File: src/rtl/vga_pkg.sv
// Shared VGA-domain types and raster constants for the frame-buffer load path.
package vga_pkg;

  localparam int unsigned HVID_DEF = 640;
  localparam int unsigned VVID_DEF = 480;

  typedef struct packed {
    logic [7:0] r;
    logic [7:0] g;
    logic [7:0] b;
  } pixel_t;

  typedef enum logic [1:0] {
    IDLE,
    LOAD,
    DONE
  } ld_state_e;

endpackage

File: src/rtl/raster_addr_counter.sv
// Raster x/y position plus running linear address; advances one pixel per
// advance pulse and wraps to 0 after the last pixel of the frame.
module raster_addr_counter
  import vga_pkg::*;
#(
  parameter int unsigned HVID   = HVID_DEF,
  parameter int unsigned VVID   = VVID_DEF,
  parameter int unsigned ADDR_W = $clog2(HVID * VVID)
) (
  input  logic              clk_25,
  input  logic              rst,
  input  logic              clear,
  input  logic              advance,
  output logic [ADDR_W-1:0] addr,
  output logic              last_pixel
);

  localparam int unsigned XW = (HVID > 1) ? $clog2(HVID) : 1;
  localparam int unsigned YW = (VVID > 1) ? $clog2(VVID) : 1;
  localparam logic [XW-1:0] X_LAST = XW'(HVID - 1);
  localparam logic [YW-1:0] Y_LAST = YW'(VVID - 1);

  logic [XW-1:0]     x_q, x_d;
  logic [YW-1:0]     y_q, y_d;
  logic [ADDR_W-1:0] addr_q, addr_d;

  assign last_pixel = (x_q == X_LAST) && (y_q == Y_LAST);
  assign addr       = addr_q;

  // Linear address is a plain running count, so no y*HVID multiplier is needed.
  always_comb begin
    x_d    = x_q;
    y_d    = y_q;
    addr_d = addr_q;
    if (clear) begin
      x_d    = '0;
      y_d    = '0;
      addr_d = '0;
    end else if (advance) begin
      if (x_q == X_LAST) begin
        x_d = '0;
        y_d = (y_q == Y_LAST) ? '0 : y_q + YW'(1);
      end else begin
        x_d = x_q + XW'(1);
      end
      addr_d = last_pixel ? '0 : addr_q + ADDR_W'(1);
    end
  end

  always_ff @(posedge clk_25) begin
    if (rst) begin
      x_q    <= '0;
      y_q    <= '0;
      addr_q <= '0;
    end else begin
      x_q    <= x_d;
      y_q    <= y_d;
      addr_q <= addr_d;
    end
  end

endmodule

File: src/rtl/image_load_controller.sv
// Full-frame image loader: pixel handshake in, raster-addressed frame-buffer
// writes out. Optional build macro IMAGE_LOAD_CHECKSUM_EN adds an XOR checksum port.
module image_load_controller
  import vga_pkg::*;
#(
  parameter int unsigned HVID   = HVID_DEF,
  parameter int unsigned VVID   = VVID_DEF,
  parameter int unsigned ADDR_W = $clog2(HVID * VVID)
) (
  input  logic              clk_25,
  input  logic              rst,
  input  logic              start,
  input  logic              abort,
  input  logic              s_valid,
  input  logic [23:0]       s_data,
  output logic              s_ready,
  output logic              load_enable,
  output logic              wr_en,
  output logic [ADDR_W-1:0] wr_addr,
  output logic [23:0]       wr_data,
  output logic              busy,
  output logic              done
`ifdef IMAGE_LOAD_CHECKSUM_EN
  ,
  output logic [23:0]       checksum
`endif
);

  ld_state_e         state_q, state_d;
  logic              wr_en_q, wr_en_d;
  logic [ADDR_W-1:0] wr_addr_q, wr_addr_d;
  pixel_t            wr_data_q, wr_data_d;
  logic [ADDR_W-1:0] addr;
  logic              last_pixel;
  logic              accept;
  logic              load_start;

  assign s_ready    = (state_q == LOAD) && !abort;
  assign accept     = s_valid && s_ready;
  assign load_start = start && (state_q != LOAD);

  raster_addr_counter #(
    .HVID  (HVID),
    .VVID  (VVID),
    .ADDR_W(ADDR_W)
  ) u_raster (
    .clk_25    (clk_25),
    .rst       (rst),
    .clear     (load_start),
    .advance   (accept),
    .addr      (addr),
    .last_pixel(last_pixel)
  );

  always_comb begin
    state_d   = state_q;
    wr_en_d   = accept;
    wr_addr_d = accept ? addr : wr_addr_q;
    wr_data_d = accept ? pixel_t'(s_data) : wr_data_q;
    unique case (state_q)
      IDLE:    if (start) state_d = LOAD;
      LOAD:    if (abort) state_d = IDLE;
               else if (accept && last_pixel) state_d = DONE;
      DONE:    if (start) state_d = LOAD;
      default: state_d = IDLE;
    endcase
  end

  always_ff @(posedge clk_25) begin
    if (rst) begin
      state_q   <= IDLE;
      wr_en_q   <= 1'b0;
      wr_addr_q <= '0;
      wr_data_q <= '0;
    end else begin
      state_q   <= state_d;
      wr_en_q   <= wr_en_d;
      wr_addr_q <= wr_addr_d;
      wr_data_q <= wr_data_d;
    end
  end

  assign load_enable = (state_q == LOAD);
  assign busy        = (state_q == LOAD);
  assign done        = (state_q == DONE);
  assign wr_en       = wr_en_q;
  assign wr_addr     = wr_addr_q;
  assign wr_data     = wr_data_q;

`ifdef IMAGE_LOAD_CHECKSUM_EN
  logic [23:0] checksum_q, checksum_d;

  always_comb begin
    checksum_d = checksum_q;
    if (load_start)  checksum_d = '0;
    else if (accept) checksum_d = checksum_q ^ s_data;
  end

  always_ff @(posedge clk_25) begin
    if (rst) checksum_q <= '0;
    else     checksum_q <= checksum_d;
  end

  assign checksum = checksum_q;
`endif

endmodule

File: config.mk
export PLATFORM = sky130hd
export DESIGN_NAME = image_load_controller
export DESIGN_NICKNAME = d
export VERILOG_FILES = /design/src/rtl/vga_pkg.sv /design/src/rtl/raster_addr_counter.sv /design/src/rtl/image_load_controller.sv
export SDC_FILE = /design/constraint.sdc
export NUM_CORES = 1
export LEC_CHECK = 0
export CORE_ASPECT_RATIO = 0.7
export CORE_MARGIN = 2
export CORE_UTILIZATION = 40
export DETAILED_ROUTE_END_ITERATION = 6
export PLACE_DENSITY_LB_ADDON = 0.12
export SYNTH_ARGS = -nofsm -noshare
export SYNTH_HDL_FRONTEND = slang
export SYNTH_SLANG_ARGS = --single-unit
File: constraint.sdc
create_clock -name clk_25 -period 4.76 [get_ports clk_25]
set_input_delay 0.476 -clock clk_25 [delete_from_list [all_inputs] [get_ports clk_25]]
set_output_delay 0.476 -clock clk_25 [all_outputs]
set_load 0.01 [all_outputs]
Yosys cells after proc, flatten, opt, wreduce, memory -nomap -nowiden
Cells that the tools add are included.

Input bits: 29. Register bits after elaboration: 84. Output and inout port bits: 48.

$add $sub $neg: 3. Equal/unequal tests: 7. Multiplexer cells: 7. Reduce and logical (&&, ||, !) cells: 11.

Operators with widths (number): $add 19x1->19 const B (1); $mux 19 (1); $add 10x1->10 const B (1); $eq 10x10->1 const B (1); $mux 10 (1); $add 9x1->9 const B (1); $eq 9x9->1 const B (1); $mux 9 (1); $mux 2 (3); $logic_and 1x1->1 (5); $ne 2x1->1 const B (2); $pmux 2 s2 (1); $reduce_and 2->1 (2); $reduce_or 2->1 (2); $ne 3x2->1 const B (1); $eq 2x1->1 const B (1); $eq 2x2->1 const B (1); $logic_not 2->1 (1); $logic_not 1->1 (1).

Longest topological paths before layout
Gate-level depths: netlist of run 1.

Depth after elaboration: 7. Depth in mapped cells: 7.

Modules after synthesis
From an unflattened synthesis of run 1, not the netlist that was laid out.

Cells, all modules: 412. Area, all modules: 3971.3 µm².

Modules (own cells, without submodules): image_load_controller (area each 2125.8 µm², times used 1, cells each 206); raster_addr_counter (area each 1845.5 µm², times used 1, cells each 206).

Least setup slack after synthesis of run 1
OpenSTA, ideal clock, no wires.

Path type: input-to-reg. From: input port abort. To: register u_raster.addr_q[15], in the netlist u_raster.addr[15]. Library setup time: 70 ps. Path buffers: 2. Path slack: 2665 ps. Data required time: 4690 ps. Arrival time: 2025 ps. Stages: 6. Cell sequence: nand4bb_1 buf_2 or4_1 buf_2 or4_1 a21oi_1.

Cells in the longest elaborated chain, start to end: 3.

RTL lines: start, declared (line image_load_controller.sv:13) `input logic abort,`; $logic_not 1->1 (line image_load_controller.sv:38) `assign s_ready = (state_q == LOAD) && !abort;`; $logic_and 1x1->1 (line image_load_controller.sv:38); $logic_and 1x1->1 (line image_load_controller.sv:39) `assign accept = s_valid && s_ready;`; end signal, assigned (line raster_addr_counter.sv:58) `addr_q <= addr_d;`; end, declared (line raster_addr_counter.sv:25) `logic [ADDR_W-1:0] addr_q, addr_d;`.

No other way between the ends. A chain may end at the register's enable or synchronous reset.

Worst setup path after layout of run 1
From: input port s_valid. To: register u_raster.y_q[7].

Cells in the longest elaborated chain, start to end: 2.

RTL lines: start, declared (line image_load_controller.sv:14) `input logic s_valid,`; $logic_and 1x1->1 (line image_load_controller.sv:39); $reduce_and 2->1 (no line); end signal, assigned (line raster_addr_counter.sv:57) `y_q <= y_d;`; end, declared (line raster_addr_counter.sv:24) `logic [YW-1:0] y_q, y_d;`.

No other way between the ends.

==> results, run 1 <==
- The initial antenna violation count is 0.
- Across all hold checks on the routed design, the worst slack comes to 0.450 ns.
- For this run the aggregate overflow at the end of global routing stands at 0.
- The flow ran to the end, and the final reports show no timing, DRC or antenna violations.
- The relative area change from synthesis to final layout is 33.1%.
- In this run the remaining antenna-violating nets after routing total 0.
- The clock net in this run drives a total of 84 sinks.
- The cell sitting at the root of the clock tree is a sky130_fd_sc_hd__clkbuf_16.
- The data required time at the worst endpoint is 5.02 ns.
- The max-slew violation count is 0.
- Dividing the final minimum period by the clock period gives 0.529.
- In this run the horizontal extent of the chip is 113 um.
- For this block, the initial DRC count from the detailed router was 159.
- The routability congestion estimate from global placement is just over 0.7.
- The type of origin of the critical path is an input port.
- Setup violations remaining at the end of the flow were counted as 0.
- The setup TNS is 0 ns.
- The initial core utilization is 0.418.
- The register-to-register path setup slack is 2.31 ns.
- Setup repair after global routing left no endpoint under its margin.
- The sequential element share of the synthesized area is 0.502.
- The worst hold-check path type is flop to flop.
- The wire length of the first global-routing pass is roughly 13000 um.
- The total die area is 9130 um2.
- The maximum number of pins on one net before global-route repair is 55.
- Of the cells placed in the final design, the portion with a size suffix greater than 1 is 0.0415.
- The detailed placement HPWL is 5190 um.
- For this design the static power due to leakage is 1.40 nW.
- The synthesized area is 3350 um2.
- For this run, design rule violations remaining after detail routing come to 0.
- The number of gates resized after CTS was 0.
- The minimum clock period after layout is 2.52 ns.
- Buffers added to address setup during post-CTS repair amount to 0.
- The unique cell type count in the Yosys netlist is 32.
- Headroom to the max-slew limit came out at 0.342.
- The count of state elements after synthesis is 84.
- The category of the most critical setup path is input port to flop.
- The number of synthesized flops with an enable pin is 0.
- The placeable core region is about 8000 um2.
- TritonCTS built the clock tree.
- The final clock skew is 0.00257 ns.
- The number of I/O pins is 77.
- The H-tree generated during clock tree synthesis spans 3 levels.
- For this run, the leading register cell type out of synthesis is sky130_fd_sc_hd__dfxtp_1.
- The final routed wire length divided by cell count is 13.4 um.
- The number of violations of the max-capacitance limit is 0.
- The mean post-synth cell area is 8.11 um2.
- Power spread over the standard cell area amounts to 328 nW/um2.
- Row generation in the floorplan step produced 27 rows.
- The maximum buffer depth of the clock tree is 2.
- The first detailed-routing pass took 4 iterations.
- The highest clock rate is 397 MHz.
- Summed over all layers, the routed wires come to a little under 8000 um.
- The net count after synthesis is 445.
- In this run the tool buffered the top-level ports with 76 buffer cells.
- The summed area of non-filler cells in the final layout is 4460 um2.
- The total global-route track usage is 0.187.
- The insertion delay of the later-clocked pin in the worst-skew pair is between 0.3 and 0.4 ns.
- In the synthesized netlist, the number of instances is between 400 and 500.
- At the pin with the least slew margin, the transition time is 0.988 ns.
- The via count of the first global-routing pass is 2831.
- The via count is approximately 3000.
- The number of hold violations in the final report is 0.
- The final net count is 510.
- The die is 80.6 um tall.
- After detailed routing, the number of vias per cell comes to 5.15.
- The number of diodes is 0.
- After clock tree synthesis, the clock-pin slew on the worst setup and hold paths is 0.06 ns.
- The peak fanout along the critical path is 21.
- Across the VDD grid, the largest voltage drop is 0.213 mV.
- The number of synthesis warnings is 0.
- The critical path capture point type is a flop.
- The endpoint arrival time on the critical path is 2.78 ns.
- The number of buffers inserted by hold repair at cts is 0.
- Counting flops with an async set or reset pin after synthesis yields a share of 0.
- Once placement finished, the instance area stood at 4170 um2.
- The TritonCTS buffer count is 9.
[power breakdown]
group	internal, W	leakage, nW	switching, W	total, W
logic	0.0000378	0.579	0.0000361	0.0000740
registers	0.000709	0.677	0.00000383	0.000713
clock network	0.000417	0.140	0.000257	0.000674
total	0.00116	1.40	0.000297	0.00146
[cell families (layout without fill, tap and decap cells)]
family,after synthesis,after routing,share of synthesized area
AND/OR/NAND/NOR,186,186,0.262
AO/OA/AOI/OAI,95,95,0.151
flip-flops,84,84,0.502
buffers and inverters,31,100,0.0374
XOR/XNOR,14,14,0.0366
adder cells (fa/ha/maj),3,3,0.0112
[synth_stat cells, types with 4 or more instances]
library cell,instances,area share
sky130_fd_sc_hd__nand2_1,104,0.12
sky130_fd_sc_hd__dfxtp_1,84,0.50
sky130_fd_sc_hd__a21oi_1,69,0.10
sky130_fd_sc_hd__clkbuf_1,20,0.022
sky130_fd_sc_hd__nor2_1,19,0.021
sky130_fd_sc_hd__o21ai_0,14,0.021
sky130_fd_sc_hd__nand3_1,13,0.019
sky130_fd_sc_hd__nand4_1,11,0.021
sky130_fd_sc_hd__or3_1,11,0.021
sky130_fd_sc_hd__or4_1,11,0.025
sky130_fd_sc_hd__xor2_1,9,0.024
sky130_fd_sc_hd__o31ai_1,8,0.018
sky130_fd_sc_hd__inv_1,6,0.0067
sky130_fd_sc_hd__xnor2_1,5,0.013
sky130_fd_sc_hd__buf_2,4,0.0060
[routing by layer]
layer | wire length [um] | global-route usage | part of all wire
met3 | 614 | 0.0853 | 0.078
met4 | 53 | 0.0622 | 0.0068
met2 | 3470 | 0.281 | 0.44
met5 | 0 | 0 | 0
met1 | 3690 | 0.237 | 0.47
[registers in the layout, summed over array words and instances (netlist names)]
signal         flops
wr_data           24
u_raster.addr     19
wr_addr           19
u_raster.x_q      10
u_raster.y_q       9
state_q            2
wr_en              1
[critical path, cell delays in order]
cell and delay [ns]:
sky130_fd_sc_hd__clkdlybuf4s50_1 0.51, sky130_fd_sc_hd__nor4bb_4 0.32, sky130_fd_sc_hd__nand4_1 0.61, sky130_fd_sc_hd__or4_1 0.69, sky130_fd_sc_hd__a21oi_1 0.16
[layout make-up]
cell class,instances,area (um2)
flip-flops and latches,84,1680
inverters,6,22.5
repair buffers,79,778
multi-input cells,298,1560
well taps,101,126
fillers,772,3550
clock inverters,2,35.0
clock buffers,13,250
[worst paths after layout]
kind	startpoint	to	cells after the start
max	s_valid	u_raster.y_q[7]	5
min	wr_addr[10]	wr_addr[10]	2
max reg2reg	u_raster.x_q[6]	u_raster.y_q[7]	4
min reg2reg	wr_addr[10]	wr_addr[10]	2
[layout by cell type, fill, tap and decap left out]
cell type	synthesis	routed
sky130_fd_sc_hd__xnor2_1	5	5
sky130_fd_sc_hd__xor2_1	9	9
sky130_fd_sc_hd__or3_1	11	11
sky130_fd_sc_hd__nand2b_1	3	3
sky130_fd_sc_hd__o21ai_1	1	1
sky130_fd_sc_hd__or2_2	1	1
sky130_fd_sc_hd__or3b_2	1	1
sky130_fd_sc_hd__inv_1	6	6
sky130_fd_sc_hd__nand4bb_2	0	1
sky130_fd_sc_hd__buf_4	1	3
sky130_fd_sc_hd__nor4bb_4	0	1
sky130_fd_sc_hd__nand2_1	104	104
sky130_fd_sc_hd__nor2_1	19	19
sky130_fd_sc_hd__or4_1	11	11
sky130_fd_sc_hd__nand3_1	13	13
sky130_fd_sc_hd__o211ai_1	1	1
sky130_fd_sc_hd__clkbuf_16	0	9
sky130_fd_sc_hd__o21ai_0	14	14
sky130_fd_sc_hd__or4b_1	1	1
sky130_fd_sc_hd__a21o_1	1	1
sky130_fd_sc_hd__ha_1	3	3
sky130_fd_sc_hd__nor2b_1	1	1
sky130_fd_sc_hd__dfxtp_1	84	84
sky130_fd_sc_hd__and4_1	3	3
sky130_fd_sc_hd__o31ai_1	8	8
sky130_fd_sc_hd__bufinv_16	0	1
sky130_fd_sc_hd__clkbuf_1	20	3
sky130_fd_sc_hd__a2bb2oi_1	1	1
sky130_fd_sc_hd__nor4bb_1	2	1
sky130_fd_sc_hd__clkinv_2	0	1
sky130_fd_sc_hd__nor4_1	2	2
sky130_fd_sc_hd__nand4_1	11	11
sky130_fd_sc_hd__nor3_1	1	1
sky130_fd_sc_hd__clkbuf_2	0	1
sky130_fd_sc_hd__and2_1	1	1
sky130_fd_sc_hd__clkbuf_8	0	1
sky130_fd_sc_hd__clkdlybuf4s50_1	0	75
sky130_fd_sc_hd__a21oi_1	69	69
[per-stage QoR]
| step | cells | util | power [W] | worst slack [ns] |
|---|---|---|---|---|
| after floorplan | 413 | - | 0.000758 | 2.66 |
| after global placement | 568 | 0.521 | 0.000802 | 2.02 |
| after detailed placement | 568 | 0.521 | 0.000803 | 1.92 |
| after CTS | 583 | 0.557 | 0.00148 | 2.26 |
| after global routing | 583 | 0.557 | 0.00152 | 2.07 |
| final | 583 | 0.557 | 0.00146 | 2.24 |
Note: power is estimated with default switching activity, not from simulation.
==> run 2, diff against run 1 <==
clock period = 2.48 ns   (was 4.76 ns; I/O delays follow)
==> run 2 against run 1 <==
  * Register-to-register slack worse by 2.0 ns
  * Critical endpoint is now u_raster.addr[16]
  * Clock skew up 0.0035 ns
  * Clock-buffer cell count up 1
  * Sequential power up 92%
  * Sequential share of layout area down 0.59 points
  * Highest routed layer unchanged
  * Global-route usage up 0.12 points
==> results, run 2 (synthesis gave the netlist of run 1 again) <==
- The initial core utilization is 0.418.
- The total power is 0.00287 W.
- The iteration-0 DRC count of the detailed router is 155.
- At the worst endpoint, the arrival time is 2.43 ns.
- The number of rows in the core area is 27.
- The initial antenna violation count is 0.
- The flow ran to the end, and the final reports show no timing, DRC or antenna violations.
- The worst hold margin is 0.351 ns.
- The number of diodes is 0.
- Setup repair after global routing left no endpoint under its margin.
- The data required time at the worst endpoint is around 2.7 ns.
- The first global-routing pass estimated 13500 um of wire.
- In this run the static leakage power is 1.44 nW.
- In this run the power density over the cells is approximately 630 nW/um2.
- The minimum clock period after layout is 2.17 ns.
- Of all nets on the critical path, the largest fanout is 9.
- The TritonCTS buffer count is 9.
- In the layout the commonest cells are 104 x sky130_fd_sc_hd__nand2_1, 84 x sky130_fd_sc_hd__dfxtp_1, 75 x sky130_fd_sc_hd__clkdlybuf4s50_1.
- STA classifies the critical path endpoint as a flop.
- The number of flip-flops in the largest register is 24.
- The via count is approximately 3000.
- In the finished design, the share of the clock period the worst path needs comes to 0.873.
- Once the clock tree was built, the resizer swapped 0 gates to a different size.
- The final routed wire length divided by cell count is 13.5 um.
- Across the run, the number of max-cap violations was 0.
- The via count of the first global-routing pass is 2866.
- The clock arrives with 0.00611 ns of skew.
- The worst-case vdd ir drop is 0.417 mV.
- The via density per instance is roughly 5.2.
- Based on the critical path, the design can be clocked at up to 462 MHz.
- The remaining antenna violation count after routing is 0.
- The number of buffers inserted by hold repair at cts is 0.
- The category of the most critical setup path is flop to flop.
- The max-slew violation count is 0.
- After clock tree synthesis, the setup repair step added 0 buffers.
- The remaining routing DRC violations is 0.
- The relative area change from synthesis to final layout is 35.2%.
- At the pin with the least slew margin, the transition time is 0.543 ns.
- The share of post-route cells with drive strength above 1 is 0.0573.
- The worst hold path belongs to the class input port to flop.
- The number of iterations in the first detailed-routing pass is 4.
- The placeable core region is 8010 um2.
- The longest clock path from root to sink contains 2 buffers.
- The final net count is between 500 and 600.
- The total die area is 9130 um2.
- The total global-route track usage is 0.188.
- Routability-driven placement finished with a final weighted congestion of ~0.8.
- The later pin in the worst-skew pair is clocked with a latency of 0.34 ns.
- After detailed routing, the total wire length is 7990 um.
- Measured against its own limit, the worst slew margin works out to 0.638.
- The CTS root buffer is sky130_fd_sc_hd__clkbuf_16.
- The type of origin of the critical path is a flop.
- Setup violations remaining at the end of the flow were counted as 0.
- Detailed placement ended at an HPWL of ~5300 um.
- The H-tree depth is 3.
- The final design utilization is 0.566.
- The maximum number of pins on one net before global-route repair is 53.
- The number of hold violations in the final report is 0.
- The setup TNS is 0 ns.
- Clock-pin slew was measured on the worst setup and hold paths at 0.06 ns.
- TritonCTS built the clock tree.
- The clock net in this run drives a total of 84 sinks.
- The width of the die is 113 um.
- Leaving out fill and tap cells, the most frequent cell in the layout is sky130_fd_sc_hd__nand2_1.
- During placement, the flow inserted port buffers numbering between 70 and 80.
- The total overflow left after global routing is 0.
- Measured along the y axis, the die boundary spans between 80 and 90 um.
- The number of I/O pins is 77.
[run 2: through the flow]
stage,instances,instance area (um2),setup slack [ns]
after global placement,575,4220,0.177
after global routing,590,4530,0.181
after floorplan,413,3350,0.566
final,590,4530,0.314
after CTS,590,4530,0.297
after detailed placement,575,4220,0.104
[run 2: layout make-up]
cell class	instances	area [um2]
inverter	6	22.5
timing repair buffer	86	831
tap	101	126
clock buffer	14	274
sequential	84	1680
clock inverter	1	30.0
multi-input combinational	298	1560
fill	717	3480
[run 2: where the power goes]
group | total (W) | switching, W | internal [W] | leakage, nW
logic | 0.000148 | 0.0000703 | 0.0000777 | 0.614
registers | 0.00137 | 0.00000723 | 0.00136 | 0.677
clock network | 0.00135 | 0.000497 | 0.000857 | 0.149
total | 0.00287 | 0.000575 | 0.00230 | 1.44
[run 2: final timing paths]
kind                       endpoint  cells after the start  slack, ns        startpoint
setup reg to reg  u_raster.addr[16]                      4       0.31  u_raster.addr[3]
hold reg to reg         wr_addr[10]                      2       0.46       wr_addr[10]
hold / removal      u_raster.x_q[0]                      4       0.35               rst
setup / recovery  u_raster.addr[16]                      4       0.31  u_raster.addr[3]
[run 2: layer usage]
| metal | part of all wire | track usage |
|---|---|---|
| met5 | 0 | 0 |
| met4 | 0.019 | 0.0817 |
| met2 | 0.44 | 0.283 |
| met1 | 0.47 | 0.231 |
| met3 | 0.076 | 0.0868 |
[run 2: critical path: stages, from the launching register on]
cell and delay [ns]:
sky130_fd_sc_hd__dfxtp_1 0.43, sky130_fd_sc_hd__nand4_1 0.24, sky130_fd_sc_hd__or4_1 0.72, sky130_fd_sc_hd__or4_1 0.53, sky130_fd_sc_hd__a21oi_1 0.17
